`src/rtl/mult_rr_scheduler.sv`:
```
// ---------------------------------------------------------------------------
// mult_rr_scheduler
//   Round-robin scheduler that shares one signed fixed-point multiplier
//   between N_REQ requesters. The winning operand pair is captured into
//   operand registers and drives the multiplier for one full settle cycle.
//   The scaled product is then returned on a single response channel,
//   tagged with the requester index, under valid/ready backpressure.
//
// Ports:
//   clk            clock
//   arst_n_in      asynchronous active-low reset (synchronous release)
//   req_valid_in   per-requester operand valid
//   req_ready_out  per-requester accept, one-hot on the winner or zero
//   req_a_in       packed operand A, requester i in slice i
//   req_b_in       packed operand B, requester i in slice i
//   rsp_valid_out  result valid
//   rsp_ready_in   result consumer ready
//   rsp_id_out     index of the requester owning the result
//   rsp_data_out   (a*b) >>> OUT_SCALE, truncated to OUT_WIDTH
//   grant_cnt_out  per-requester 16-bit saturating grant counters
//
// Optional feature: define MULT_SCHED_GRANT_CNT_EN to build the grant
// counters; otherwise grant_cnt_out is tied to zero.
// ---------------------------------------------------------------------------

// Shared multiplier: full signed product, arithmetic shift, truncation.
module mult_rr_scheduler_mul #(
    parameter int A_WIDTH   = 16,
    parameter int B_WIDTH   = 16,
    parameter int OUT_WIDTH = A_WIDTH + B_WIDTH,
    parameter int OUT_SCALE = 16
) (
    input  logic signed [A_WIDTH-1:0]   op_a,
    input  logic signed [B_WIDTH-1:0]   op_b,
    output logic signed [OUT_WIDTH-1:0] prod
);
    localparam int P_WIDTH = A_WIDTH + B_WIDTH;

    logic signed [P_WIDTH-1:0] full_s;
    logic signed [P_WIDTH-1:0] shifted_s;

    assign full_s    = P_WIDTH'(op_a) * P_WIDTH'(op_b);
    // Arithmetic shift floors toward minus infinity.
    assign shifted_s = full_s >>> OUT_SCALE;
    assign prod      = OUT_WIDTH'(shifted_s);
endmodule

module mult_rr_scheduler #(
    parameter int N_REQ     = 4,
    parameter int A_WIDTH   = 16,
    parameter int B_WIDTH   = 16,
    parameter int OUT_WIDTH = A_WIDTH + B_WIDTH,
    parameter int OUT_SCALE = 16,
    parameter int ID_WIDTH  = (N_REQ > 1) ? $clog2(N_REQ) : 1
) (
    input  logic                     clk,
    input  logic                     arst_n_in,
    input  logic [N_REQ-1:0]         req_valid_in,
    output logic [N_REQ-1:0]         req_ready_out,
    input  logic [N_REQ*A_WIDTH-1:0] req_a_in,
    input  logic [N_REQ*B_WIDTH-1:0] req_b_in,
    output logic                     rsp_valid_out,
    input  logic                     rsp_ready_in,
    output logic [ID_WIDTH-1:0]      rsp_id_out,
    output logic [OUT_WIDTH-1:0]     rsp_data_out,
    output logic [N_REQ*16-1:0]      grant_cnt_out
);

    typedef enum logic [1:0] {
        ST_IDLE   = 2'd0,
        ST_SETTLE = 2'd1,
        ST_RESP   = 2'd2
    } state_t;

    state_t                       state_r;
    state_t                       state_nxt_s;
    logic [ID_WIDTH-1:0]          rr_ptr_r;
    logic [ID_WIDTH-1:0]          id_r;
    logic signed [A_WIDTH-1:0]    op_a_r;
    logic signed [B_WIDTH-1:0]    op_b_r;
    logic                         rsp_valid_r;
    logic [ID_WIDTH-1:0]          rsp_id_r;
    logic [OUT_WIDTH-1:0]         rsp_data_r;

    logic                         win_valid_s;
    logic [ID_WIDTH-1:0]          win_idx_s;
    logic [ID_WIDTH:0]            cand_s;
    logic [A_WIDTH-1:0]           sel_a_s;
    logic [B_WIDTH-1:0]           sel_b_s;
    logic                         can_accept_s;
    logic                         transfer_s;
    logic signed [OUT_WIDTH-1:0]  prod_s;

    // Single multiplier, fed only from the operand registers.
    mult_rr_scheduler_mul #(
        .A_WIDTH  (A_WIDTH),
        .B_WIDTH  (B_WIDTH),
        .OUT_WIDTH(OUT_WIDTH),
        .OUT_SCALE(OUT_SCALE)
    ) u_mul (
        .op_a(op_a_r),
        .op_b(op_b_r),
        .prod(prod_s)
    );

    // Round-robin search starting just after the last granted requester.
    always_comb begin
        win_valid_s = 1'b0;
        win_idx_s   = '0;
        cand_s      = '0;
        for (int k = 1; k <= N_REQ; k++) begin
            cand_s = {1'b0, rr_ptr_r} + (ID_WIDTH+1)'(k);
            if (cand_s >= (ID_WIDTH+1)'(N_REQ)) begin
                cand_s = cand_s - (ID_WIDTH+1)'(N_REQ);
            end else begin
                cand_s = cand_s;
            end
            if (!win_valid_s && req_valid_in[cand_s[ID_WIDTH-1:0]]) begin
                win_valid_s = 1'b1;
                win_idx_s   = cand_s[ID_WIDTH-1:0];
            end else begin
                win_valid_s = win_valid_s;
            end
        end
    end

    // Operand mux for the current winner.
    always_comb begin
        sel_a_s = '0;
        sel_b_s = '0;
        for (int i = 0; i < N_REQ; i++) begin
            if (ID_WIDTH'(i) == win_idx_s) begin
                sel_a_s = req_a_in[i*A_WIDTH +: A_WIDTH];
                sel_b_s = req_b_in[i*B_WIDTH +: B_WIDTH];
            end else begin
                sel_a_s = sel_a_s;
            end
        end
    end

    // Next-state logic and accept window; reset gates the ready path so
    // nothing is granted while the block is held in reset.
    always_comb begin
        state_nxt_s  = state_r;
        can_accept_s = 1'b0;
        case (state_r)
            ST_IDLE: begin
                can_accept_s = arst_n_in;
                if (win_valid_s) begin
                    state_nxt_s = ST_SETTLE;
                end else begin
                    state_nxt_s = ST_IDLE;
                end
            end
            ST_SETTLE: begin
                state_nxt_s = ST_RESP;
            end
            ST_RESP: begin
                can_accept_s = arst_n_in & rsp_ready_in;
                if (!rsp_ready_in) begin
                    state_nxt_s = ST_RESP;
                end else if (win_valid_s) begin
                    state_nxt_s = ST_SETTLE;
                end else begin
                    state_nxt_s = ST_IDLE;
                end
            end
            default: begin
                state_nxt_s = ST_IDLE;
            end
        endcase
    end

    assign transfer_s = can_accept_s & win_valid_s;

    // One-hot ready on the winner while an accept is possible.
    always_comb begin
        if (transfer_s) begin
            req_ready_out = {{(N_REQ-1){1'b0}}, 1'b1} << win_idx_s;
        end else begin
            req_ready_out = '0;
        end
    end

    // FSM state register.
    always_ff @(posedge clk or negedge arst_n_in) begin
        if (!arst_n_in) begin
            state_r <= ST_IDLE;
        end else begin
            state_r <= state_nxt_s;
        end
    end

    // Operand capture, priority pointer and response registers.
    always_ff @(posedge clk or negedge arst_n_in) begin
        if (!arst_n_in) begin
            op_a_r      <= '0;
            op_b_r      <= '0;
            id_r        <= '0;
            rr_ptr_r    <= ID_WIDTH'(N_REQ - 1);
            rsp_valid_r <= 1'b0;
            rsp_id_r    <= '0;
            rsp_data_r  <= '0;
        end else begin
            if (transfer_s) begin
                op_a_r   <= sel_a_s;
                op_b_r   <= sel_b_s;
                id_r     <= win_idx_s;
                rr_ptr_r <= win_idx_s;
            end
            if (state_r == ST_SETTLE) begin
                rsp_valid_r <= 1'b1;
                rsp_id_r    <= id_r;
                rsp_data_r  <= prod_s;
            end else if ((state_r == ST_RESP) && rsp_ready_in) begin
                // Drops for the settle cycle when a new request is taken.
                rsp_valid_r <= 1'b0;
            end
        end
    end

    assign rsp_valid_out = rsp_valid_r;
    assign rsp_id_out    = rsp_id_r;
    assign rsp_data_out  = rsp_data_r;

`ifdef MULT_SCHED_GRANT_CNT_EN
    logic [15:0] cnt_r [N_REQ];

    // Saturating per-requester grant counters.
    always_ff @(posedge clk or negedge arst_n_in) begin
        if (!arst_n_in) begin
            for (int i = 0; i < N_REQ; i++) begin
                cnt_r[i] <= 16'h0000;
            end
        end else begin
            for (int i = 0; i < N_REQ; i++) begin
                if (transfer_s && (win_idx_s == ID_WIDTH'(i)) &&
                    (cnt_r[i] != 16'hFFFF)) begin
                    cnt_r[i] <= cnt_r[i] + 16'h0001;
                end
            end
        end
    end

    // Pack counters onto the output bus.
    always_comb begin
        grant_cnt_out = '0;
        for (int i = 0; i < N_REQ; i++) begin
            grant_cnt_out[i*16 +: 16] = cnt_r[i];
        end
    end
`else
    assign grant_cnt_out = '0;
`endif

endmodule
```
`config.mk`:
```
export PLATFORM = sky130hd
export DESIGN_NAME = mult_rr_scheduler
export DESIGN_NICKNAME = d
export VERILOG_FILES = /design/src/rtl/mult_rr_scheduler.sv
export SDC_FILE = /design/constraint.sdc
export NUM_CORES = 1
export LEC_CHECK = 0
export BUFFER_PORTS_ARGS = -buffer_cell sky130_fd_sc_hd__clkbuf_2
export CAP_MARGIN = 20
export CORE_MARGIN = 8
export CORE_UTILIZATION = 50
export DETAILED_ROUTE_END_ITERATION = 8
export PLACE_DENSITY = 0.73
export SYNTH_ARGS = -nofsm -noshare
export SYNTH_HDL_FRONTEND = slang
export SYNTH_SLANG_ARGS = --single-unit
```
`constraint.sdc`:
```
create_clock -name clk -period 13.7 [get_ports clk]
set_input_delay 2.74 -clock clk [delete_from_list [all_inputs] [get_ports clk]]
set_output_delay 2.74 -clock clk [all_outputs]
set_load 0.02 [all_outputs]
```
==> impl_metrics.py, run 1 <==
metrics = {
    "timing": {
        "setup-tns-final_ns": 0,
        "max_freq_mhz": 143,
        "clock_skew_ns": 0.00805,
        "tightest_slew_ns": 0.780,
        "finalHoldViolCount": 0,
        "drv_slew": 0,
        "period_share_pct": 51.1,
        "fin_crit_ns": 7.00,
        "rsz0062_at_grt": "false",
        "setup_viol": 0,
        "slew_headroom_pct": 48.0,
    },
    "clock_tree": {
        "htreeDepth": 3,
        "cts_resized": 0,
        "ctsHoldBuffers": 0,
        "cts_tree": "done",
        "cts_root_buf": "clkbuf_16",
        "clock_path_buffers": 2,
        "cts_setup_buffers": 0,
        "clock_latency_ns": 0.34,
        "cts_buffers": 9,
        "cts.clk_slew.worst_paths_ns": 0.05,
        "cts_sinks": 57,
    },
    "layout": {
        "multi_input_area_sq_um": 10200,
        "nFillCells": 2407,
        "nNetsFinal": 2155,
        "syn2layout_area_growth_pct": 8.01,
        "antenna_cells": 0,
        "drive_gt1_share_pct": 12.3,
        "register_area_sq_um": 1430,
    },
    "worst_setup_path": {
        "slowest_delay_ns": 0.58,
        "cp_max_fo": 70,
        "crit_arrival_ns": 4.26,
        "crit_top_cell": "clkbuf_2",
        "crit_type": "in2out",
        "cp-start-kind": "input pin",
        "crit_path_top_delay_cell": "buf_4",
        "cp_top_family": "buffers and inverters",
        "end_kind": "output pin",
        "crit_buf_inv": 4,
        "crit_chain": "clkbuf_2, buf_4, nand2_2, buf_12, nor3b_1, clkbuf_2",
        "cp.required_ns": 10.96,
    },
    "hold_path": {
        "hp-class": "reg2reg",
    },
    "placement": {
        "gp_congestion": 0.859,
        "post-dp-hpwl_microns": 26600,
        "portBuffers": 173,
    },
    "synthesis": {
        "synth_edf_count": 0,
        "async_reset_ff_share_pct": 100,
        "yosys_warnings": 0,
        "avgSynthCellArea_sq_um": 8.45,
        "yosysUniqueCellTypes": 52,
        "synth_flop_cell": "dfrtp_1",
        "synth_area_sq_um": 13300,
        "ys_seq_area_share_pct": 10.7,
        "syn-instance-count": 1574,
        "ys_seq_elements": 57,
    },
    "detailed_routing": {
        "wl_per_cell_microns": 16.3,
        "drt_iter0_markers": 665,
        "avgViaCountPerCell": 5.13,
        "vias": 10400,
        "postRouteAntennaNets": 0,
        "drc_errors": 0,
        "drt_wl_total_microns": 33000,
        "drtPass1Iterations": 6,
    },
    "grt": {
        "grt_max_degree": 72,
        "grt_pass1_vias": 11300,
        "grt-ovfl-total": 0,
        "grt_pass1_wl_microns": 53600,
        "gr-usage-all-layers_pct": 20.9,
        "antenna_found_initial": 0,
    },
    "floorplan": {
        "dieArea_sq_um": 32100,
        "ios": 238,
        "chipHeight_microns": 179,
        "die_w_microns": 179,
        "start_util_pct": 51.0,
        "coreArea_sq_um": 26100,
        "num_rows": 59,
    },
    "job": {
        "maxCapViolations": 0,
    },
    "run_status": {
        "outcome": "completed",
    },
}
## worst min-delay path, cell delays in order (launching register included)
cell and delay, ns:
dfrtp_1 0.34, nand2_1 0.05, o31ai_1 0.05
## synth_stat cells, types with 3 or more instances
master	n	area share (%)
buf_2	3	0.11
clkbuf_1	57	1.6
ha_1	79	7.4
o21ai_0	62	2.3
nand2b_1	7	0.33
o211ai_1	3	0.17
a211oi_1	3	0.17
buf_4	80	4.5
nor2_1	119	3.4
o21a_1	3	0.17
a21o_1	9	0.51
fa_1	261	39
o31ai_1	5	0.28
inv_1	300	8.5
xor2_1	3	0.20
a21oi_1	22	0.83
xnor2_1	15	0.99
and3_1	4	0.19
and2_1	123	5.8
and4_1	3	0.20
o21ai_1	18	0.68
nand3_1	42	1.6
nand2_1	240	6.8
dfrtp_1	55	10
nor3b_1	6	0.34
nor3_1	8	0.30
buf_1	7	0.20
## logic make-up after synthesis
| group | Yosys count | share of synthesized area [%] |
|---|---|---|
| AO/OA/AOI/OAI | 147 | 6.93 |
| AND/OR/NAND/NOR | 562 | 19.4 |
| buffers and inverters | 447 | 14.9 |
| flip-flops | 57 | 10.7 |
| XOR/XNOR | 18 | 1.19 |
| multiplexers | 2 | 0.150 |
| adder cells (fa/ha/maj) | 340 | 46.7 |
| other | 1 | 0.0282 |
## final cells by class
| cell class | count | share of cell area [%] |
|---|---|---|
| flip-flops and latches | 57 | 9.94 |
| multi-input cells | 1133 | 70.7 |
| well taps | 335 | 2.92 |
| clock inverters | 5 | 0.383 |
| inverters | 300 | 7.84 |
| clock buffers | 11 | 1.69 |
| repair buffers | 179 | 6.51 |
## per-layer routing
metal / global-route usage, % / wire (microns) / part of all wire, % / vias up
met5: 0 / 0 / 0 / -
met4: 9.63 / 1430 / 4.3 / 0
met3: 2.70 / 1550 / 4.7 / 85
met2: 37.7 / 17900 / 54 / 340
met1: 24.3 / 12100 / 37 / 5150
li1: - / - / - / 4791
## placed cells by master, fill, tap and decap left out, types with 3 or more instances in the layout
master | netlist | final
buf_4 | 80 | 4
o31ai_1 | 5 | 5
nor2_1 | 119 | 119
and4_1 | 3 | 3
clkbuf_16 | 0 | 9
o21ai_1 | 18 | 18
and3_1 | 4 | 4
ha_1 | 79 | 79
clkbuf_2 | 0 | 173
nor3_1 | 8 | 8
nand2b_1 | 7 | 7
nor3b_1 | 6 | 6
o211ai_1 | 3 | 3
o21a_1 | 3 | 3
a211oi_1 | 3 | 3
and2_1 | 123 | 123
a21o_1 | 9 | 8
dfrtp_1 | 55 | 55
nand2_1 | 240 | 239
xor2_1 | 3 | 3
conb_1 | 1 | 64
a21oi_1 | 22 | 21
nand3_1 | 42 | 42
o21ai_0 | 62 | 62
inv_1 | 300 | 300
fa_1 | 261 | 261
xnor2_1 | 15 | 15
## flip-flops by register name (all words and copies together) (netlist names)
name           count
op_a_r            16
op_b_r            16
rsp_data_out      16
id_r               2
rr_ptr_r           2
rsp_id_out         2
state_r            2
rsp_valid_out      1
## final timing paths
check / start / end / slack [ns] / cells after the start
max: arst_n_in / req_ready_out[1] / 6.70 / 6
min: rsp_data_out[7]$_DFFE_PN0P_ / rsp_data_out[7]$_DFFE_PN0P_ / 0.48 / 2
max reg2reg: op_a_r[15]$_DFFE_PN0P_ / rsp_data_out[13]$_DFFE_PN0P_ / 6.82 / 18
min reg2reg: rsp_data_out[7]$_DFFE_PN0P_ / rsp_data_out[7]$_DFFE_PN0P_ / 0.48 / 2
max in group asynchronous: arst_n_in / op_b_r[1]$_DFFE_PN0P_ / 10.62 / 2
min in group asynchronous: arst_n_in / rsp_data_out[14]$_DFFE_PN0P_ / 2.55 / 2
## per-stage QoR
stage	cell area, sq um	utilization [%]	setup WS [ns]	instances	hold WS (ns)
6_report	14400	55.1	6.70	2020	0.479
5_1_grt	14400	55.1	6.49	2020	0.498
4_1_cts	14300	55.0	6.04	2018	0.486
3_5_place_dp	14000	53.8	6.04	2002	0.473
3_3_place_gp	14000	53.8	6.08	2002	0.465
2_1_floorplan	13500	-	6.90	1637	0.439
Power of run 1 is not shown: default switching activity piles up to over one toggle a cycle in this logic, so the estimate is an artifact.
==> inputs of run 2 (changes only) <==
--- a/config.mk
+++ b/config.mk
@@ -5,12 +5,13 @@
 export SDC_FILE = /design/constraint.sdc
 export NUM_CORES = 1
 export LEC_CHECK = 0
+export ABC_AREA = 1
 export BUFFER_PORTS_ARGS = -buffer_cell sky130_fd_sc_hd__clkbuf_2
 export CAP_MARGIN = 20
 export CORE_MARGIN = 8
 export CORE_UTILIZATION = 50
 export DETAILED_ROUTE_END_ITERATION = 8
-export PLACE_DENSITY = 0.73
+export PLACE_DENSITY = 0.72
 export SYNTH_ARGS = -nofsm -noshare
 export SYNTH_HDL_FRONTEND = slang
 export SYNTH_SLANG_ARGS = --single-unit
==> constraint.sdc (replaced) <==
create_clock -name clk -period 6.9 [get_ports clk]
set_input_delay 1.38 -clock clk [delete_from_list [all_inputs] [get_ports clk]]
set_output_delay 1.38 -clock clk [all_outputs]
set_load 0.02 [all_outputs]
==> run 2 against run 1 <==
Effect of this change:
- count of clock-buffer cells in the layout is 1 lower
- synthesized cell count is 26% higher
- clock skew is 0.0060 ns higher
- first-iteration DRC count is 22% higher
- non-clock buffer count is 2 lower
- cell count is 22% higher
- wire length is 14% higher
- critical path type is now reg2reg
- critical endpoint is now rsp_data_out[8]$_DFFE_PN0P_
- highest routed layer unchanged
==> impl_metrics.py, run 2 <==
metrics = {
    "timing": {
        "slew_headroom_pct": 38.9,
        "period_share_pct": 92.5,
        "tightest_slew_ns": 0.914,
        "setup-tns-final_ns": 0,
        "max_freq_mhz": 157,
        "fin_crit_ns": 6.38,
        "clock_skew_ns": 0.0141,
        "setup_viol": 0,
        "rsz0062_at_grt": "false",
        "finalHoldViolCount": 0,
        "drv_slew": 0,
    },
    "synthesis": {
        "synth_flop_cell": "dfrtp_1",
        "synth_area_sq_um": 14700,
        "synth_top_cell_by_area": "fa_1",
        "yosys_warnings": 0,
        "synth_most_common_cell": "nand2_1",
        "yosysUniqueCellTypes": 44,
        "syn-instance-count": 1991,
        "async_reset_ff_share_pct": 100,
        "ys_seq_elements": 57,
        "avgSynthCellArea_sq_um": 7.38,
        "ys_top_cells_by_count": "nand2_1, inv_1, fa_1, nor2_1, nand3_1",
        "synth_top_cell_area_share_pct": 35.5,
        "synth_edf_count": 0,
        "synth_area_leaders": "fa_1, nand2_1, inv_1, dfrtp_1, ha_1",
        "ys_seq_area_share_pct": 9.72,
    },
    "worst_setup_path": {
        "crit_buf_inv": 3,
        "cp-start-kind": "flop",
        "crit_arrival_ns": 6.62,
        "crit_type": "reg2reg",
        "crit_top_cell": "fa_1",
        "end_kind": "flop",
        "slowest_delay_ns": 0.81,
        "cp_top_family": "adder cells",
        "cp.required_ns": 7.13,
        "cp_max_fo": 17,
        "crit_chain": "nand2_1, fa_1, inv_1, fa_1, fa_1, fa_1, fa_1, inv_1, fa_1, inv_1, ha_1, a21o_1, a21oi_1, o21a_1, nand3_1, or2_1, nand3_1, nand2_1",
        "crit_path_top_delay_cell": "fa_1",
    },
    "detailed_routing": {
        "drt_iter0_markers": 810,
        "vias": 12200,
        "drc_errors": 0,
        "avgViaCountPerCell": 4.97,
        "drt_wl_total_microns": 37500,
        "wl_per_cell_microns": 15.3,
        "postRouteAntennaNets": 0,
        "drtPass1Iterations": 6,
    },
    "floorplan": {
        "start_util_pct": 50.9,
        "num_rows": 62,
        "die_w_microns": 187,
        "coreArea_sq_um": 28900,
        "chipHeight_microns": 187,
        "dieArea_sq_um": 35100,
        "ios": 238,
    },
    "grt": {
        "grt_pass1_wl_microns": 64400,
        "grt_max_degree": 67,
        "grt-ovfl-total": 0,
        "antenna_found_initial": 0,
        "grt_pass1_vias": 13500,
        "gr-usage-all-layers_pct": 22.3,
    },
    "layout": {
        "nNetsFinal": 2546,
        "drive_gt1_share_pct": 11.6,
        "final_common_cell": "nand2_1",
        "syn2layout_area_growth_pct": 6.10,
        "nFillCells": 2764,
        "antenna_cells": 0,
        "final_cell_mix": "nand2_1, inv_1, fa_1",
    },
    "clock_tree": {
        "clock_latency_ns": 0.36,
        "cts_root_buf": "clkbuf_16",
        "cts_buffers": 9,
        "cts_resized": 0,
        "clock_path_buffers": 2,
        "htreeDepth": 3,
        "cts_setup_buffers": 0,
        "cts.clk_slew.worst_paths_ns": 0.06,
        "cts_sinks": 57,
        "cts_tree": "done",
        "ctsHoldBuffers": 0,
    },
    "run_status": {
        "outcome": "completed",
    },
    "job": {
        "maxCapViolations": 0,
    },
    "placement": {
        "portBuffers": 173,
        "post-dp-hpwl_microns": 31500,
        "gp_congestion": 0.927,
    },
    "hold_path": {
        "hp-class": "reg2reg",
    },
}
[run 2: cell count changes after synthesis, sizes merged, moves of 10 or more]
| cell | delta |
|---|---|
| nand2 | +268 |
| inv | +194 |
| and2 | -123 |
| nand3 | +80 |
| o21ai | -48 |
| nor2 | +32 |
| clkbuf | +14 |
| a21oi | +13 |
| nand3b | +13 |
| buf | +10 |
| xnor2 | -10 |
[run 2: cells by family after synthesis]
logic type	share of synthesized area, %
xor+xnor	0.536
other cells	0.0255
simple gates	23.8
flops	9.72
buf+inv	19.8
compound gates	3.85
fa+ha+maj	42.3
[run 2: area by class of cell]
type                       count  area (sq um)  share of cell area [%]
sequential                    57          1430                    9.16
clock buffer                  10           239                    1.53
clock inverter                 6          90.1                   0.578
multi-input combinational   1330         10600                    67.9
tap                          384           480                    3.08
inverter                     496          1870                    12.0
timing repair buffer         177           896                    5.74
[run 2: tightest hold or removal path, cell delays in order (launching register included)]
cell	delay, ns
dfrtp_1	0.34
nand2_1	0.05
nand2_1	0.05
[run 2: worst paths after layout]
path / from / to / slack [ns] / cells past startpoint
setup / recovery: op_b_r[4]$_DFFE_PN0P_ / rsp_data_out[8]$_DFFE_PN0P_ / 0.52 / 18
hold / removal: rsp_data_out[4]$_DFFE_PN0P_ / rsp_data_out[4]$_DFFE_PN0P_ / 0.48 / 2
setup reg to reg: op_b_r[4]$_DFFE_PN0P_ / rsp_data_out[8]$_DFFE_PN0P_ / 0.52 / 18
hold reg to reg: rsp_data_out[4]$_DFFE_PN0P_ / rsp_data_out[4]$_DFFE_PN0P_ / 0.48 / 2
max in group asynchronous: arst_n_in / op_a_r[6]$_DFFE_PN0P_ / 5.07 / 2
min in group asynchronous: arst_n_in / rsp_data_out[0]$_DFFE_PN0P_ / 1.28 / 2
[run 2: through the flow]
step	cell area [sq um]	worst slack (ns)	hold slack [ns]	std cells	utilization [%]
final	15600	0.517	0.478	2460	54.1
after global routing	15600	0.205	0.507	2460	54.1
after CTS	15600	0.570	0.483	2460	54.1
after global placement	15300	0.746	0.467	2444	52.9
after floorplan	14900	1.23	0.481	2054	-
after detailed placement	15300	0.609	0.468	2444	52.9
[run 2: metal layers]
metal | track usage (%) | share of wire, % | up-vias
li1 | - | - | 5788
met2 | 40.4 | 52 | 417
met3 | 2.33 | 4.8 | 97
met4 | 10.2 | 4.3 | 0
met5 | 0 | 0 | -
met1 | 26.1 | 39 | 5927
Power of run 2 is left out for the same reason.
==> inputs of run 3 (changes only) <==
--- a/config.mk
+++ b/config.mk
@@ -10,8 +10,10 @@
 export CAP_MARGIN = 20
 export CORE_MARGIN = 8
 export CORE_UTILIZATION = 50
+export CTS_CLUSTER_DIAMETER = 40
 export DETAILED_ROUTE_END_ITERATION = 8
-export PLACE_DENSITY = 0.72
+export PLACE_DENSITY = 0.71
 export SYNTH_ARGS = -nofsm -noshare
 export SYNTH_HDL_FRONTEND = slang
+export SYNTH_HIERARCHICAL = 1
 export SYNTH_SLANG_ARGS = --single-unit
==> run 3 against run 2 <==
Effect of this change:
- fmax decreased by 1.5%
- sequential share of layout area increased by 1.8 points
- area after synthesis increased by 7.6%
- hold slack got worse by 0.010 ns
- count of clock-buffer cells in the layout unchanged
- design area increased by 7.2%
- critical path depth increased by 3
- cell count increased by 8.3%
- wire length increased by 8.4%
==> impl_metrics.py, run 3 <==
metrics = {
    "grt": {
        "antenna_found_initial": 0,
        "grt_max_degree": 53,
        "gr-usage-all-layers_pct": 22.2,
        "grt-ovfl-total": 0,
        "grt_pass1_vias": 14400,
        "grt_pass1_wl_microns": 69200,
    },
    "synthesis": {
        "async_reset_ff_share_pct": 100,
        "synth_area_leaders": "fa_1, nand2_1, inv_1, dfrtp_1, ha_1",
        "avgSynthCellArea_sq_um": 7.29,
        "yosysUniqueCellTypes": 48,
        "synth_top_cell_area_share_pct": 33.0,
        "synth_most_common_cell": "nand2_1",
        "ys_top_cells_by_count": "nand2_1, inv_1, fa_1, nand3_1, nor2_1",
        "yosys_warnings": 6,
        "synth_flop_cell": "dfrtp_1",
        "synth_edf_count": 0,
        "synth_top_cell_by_area": "fa_1",
        "ys_seq_area_share_pct": 11.6,
        "synth_area_sq_um": 15800,
        "ys_seq_elements": 73,
        "syn-instance-count": 2170,
    },
    "clock_tree": {
        "cts_resized": 0,
        "cts_buffers": 9,
        "ctsHoldBuffers": 0,
        "cts_sinks": 73,
        "cts_setup_buffers": 0,
        "cts.clk_slew.worst_paths_ns": 0.07,
        "cts_root_buf": "clkbuf_16",
        "clock_path_buffers": 2,
        "clock_latency_ns": 0.35,
        "htreeDepth": 3,
        "cts_tree": "done",
    },
    "timing": {
        "tightest_slew_ns": 0.870,
        "finalHoldViolCount": 0,
        "max_freq_mhz": 154,
        "setup_viol": 0,
        "hold_ws_ns": 0.467,
        "drv_slew": 0,
        "setup-tns-final_ns": 0,
        "fin_crit_ns": 6.48,
        "rsz0062_at_grt": "false",
        "period_share_pct": 93.9,
        "clock_skew_ns": 0.0138,
        "slew_headroom_pct": 42.0,
    },
    "placement": {
        "portBuffers": 173,
        "post-dp-hpwl_microns": 33300,
        "placed_area_sq_um": 16400,
        "gp_congestion": 0.916,
    },
    "worst_setup_path": {
        "worstSetupStartpoint": "op_b_r[2]$_DFFE_PN0N_",
        "rr_worst_depth": 21,
        "r2r_start": "op_b_r[2]$_DFFE_PN0N_",
        "end_kind": "flop",
        "crit_type": "reg2reg",
        "r2r_end": "rsp_data_out[27]$_DFFE_PN0P_",
        "crit_arrival_ns": 6.71,
        "cp_max_fo": 17,
        "cp-start-kind": "flop",
        "reg2reg_slack_ns": 0.42,
        "cp.required_ns": 7.13,
    },
    "layout": {
        "nNetsFinal": 2731,
        "design_area_sq_um": 16700,
        "fin_util_pct": 53.3,
        "antenna_cells": 0,
        "final_common_cell": "nand2_1",
        "final_cell_mix": "nand2_1, inv_1, fa_1",
        "nFillCells": 3078,
        "drive_gt1_share_pct": 12.1,
        "largest_reg_flops": 32,
        "syn2layout_area_growth_pct": 5.69,
    },
    "floorplan": {
        "start_util_pct": 50.4,
        "coreArea_sq_um": 31400,
        "die_w_microns": 194,
        "dieArea_sq_um": 37600,
        "ios": 238,
        "chipHeight_microns": 194,
        "num_rows": 65,
    },
    "hold_path": {
        "hp-class": "reg2reg",
        "holdPathStages": 2,
        "hold_end": "rsp_data_out[30]$_DFFE_PN0P_",
        "hp-start": "rsp_data_out[30]$_DFFE_PN0P_",
    },
    "detailed_routing": {
        "wl_per_cell_microns": 15.3,
        "drt_wl_total_microns": 40700,
        "drtPass1Iterations": 5,
        "avgViaCountPerCell": 4.97,
        "drt_iter0_markers": 789,
        "postRouteAntennaNets": 0,
        "vias": 13200,
        "drc_errors": 0,
    },
    "run_status": {
        "outcome": "completed",
    },
    "job": {
        "maxCapViolations": 0,
    },
}
==> run 3: per-layer routing <==
metal | part of all wire [%] | track usage, % | vias up | wire length (microns)
li1 | - | - | 6266 | -
met1 | 40 | 26.6 | 6426 | 16300
met5 | 0 | 0 | - | 0
met4 | 3.6 | 9.59 | 0 | 1460
met3 | 4.9 | 2.67 | 97 | 1990
met2 | 51 | 39.8 | 438 | 20900
==> run 3: logic make-up after synthesis <==
family	count (synthesis)	share of synthesized area, %
AOI/OAI and AO/OA	89	3.03
xor gates and xnor gates	4	0.221
DFF	73	11.6
other	1	0.0237
and+or+nand+nor	946	25.9
buffers and inverters	717	20.0
adders and majority gates	340	39.3
==> run 3: stage by stage <==
stage | cells | worst slack, ns
floorplan | 2233 | 1.00
global placement | 2647 | 0.703
detailed placement | 2647 | 0.519
CTS | 2663 | 0.477
global route | 2663 | 0.0673
finish | 2663 | 0.420
==> run 3: critical path, cell delays in order (launching register included) <==
cell     delay [ns]
dfrtp_1        0.76
nand2_1        0.18
inv_1          0.12
fa_1           0.55
fa_1           0.85
inv_1          0.16
fa_1           0.53
fa_1           0.59
fa_1           0.43
fa_1           0.49
inv_1          0.04
ha_1           0.32
inv_1          0.08
o21ai_0        0.10
a21oi_1        0.16
nand2_1        0.07
a21oi_1        0.16
nand2_1        0.08
nand2_1        0.07
nand2_1        0.34
nand2_1        0.19
nand2_1        0.07
==> run 3: cell type report <==
cell class | count | area [sq um] | area share [%]
clock buffer | 10 | 229 | 1.37
clock inverter | 6 | 67.6 | 0.404
inverter | 543 | 2050 | 12.3
multi-input combinational | 1443 | 11100 | 66.2
sequential | 73 | 1830 | 10.9
tap | 402 | 503 | 3.01
timing repair buffer | 186 | 966 | 5.78
==> run 3: worst max-delay path by stage <==
stage                              endpoint  slack (ns)  cells after the start
6_report       rsp_data_out[27]$_DFFE_PN0P_        0.42                     21
2_1_floorplan  rsp_data_out[16]$_DFFE_PN0P_        1.00                     24
3_5_place_dp   rsp_data_out[27]$_DFFE_PN0P_        0.52                     21
5_1_grt        rsp_data_out[28]$_DFFE_PN0P_        0.07                     21
4_1_cts        rsp_data_out[27]$_DFFE_PN0P_        0.48                     21
3_3_place_gp   rsp_data_out[16]$_DFFE_PN0P_        0.70                     21
Power of run 3 is left out for the same reason.
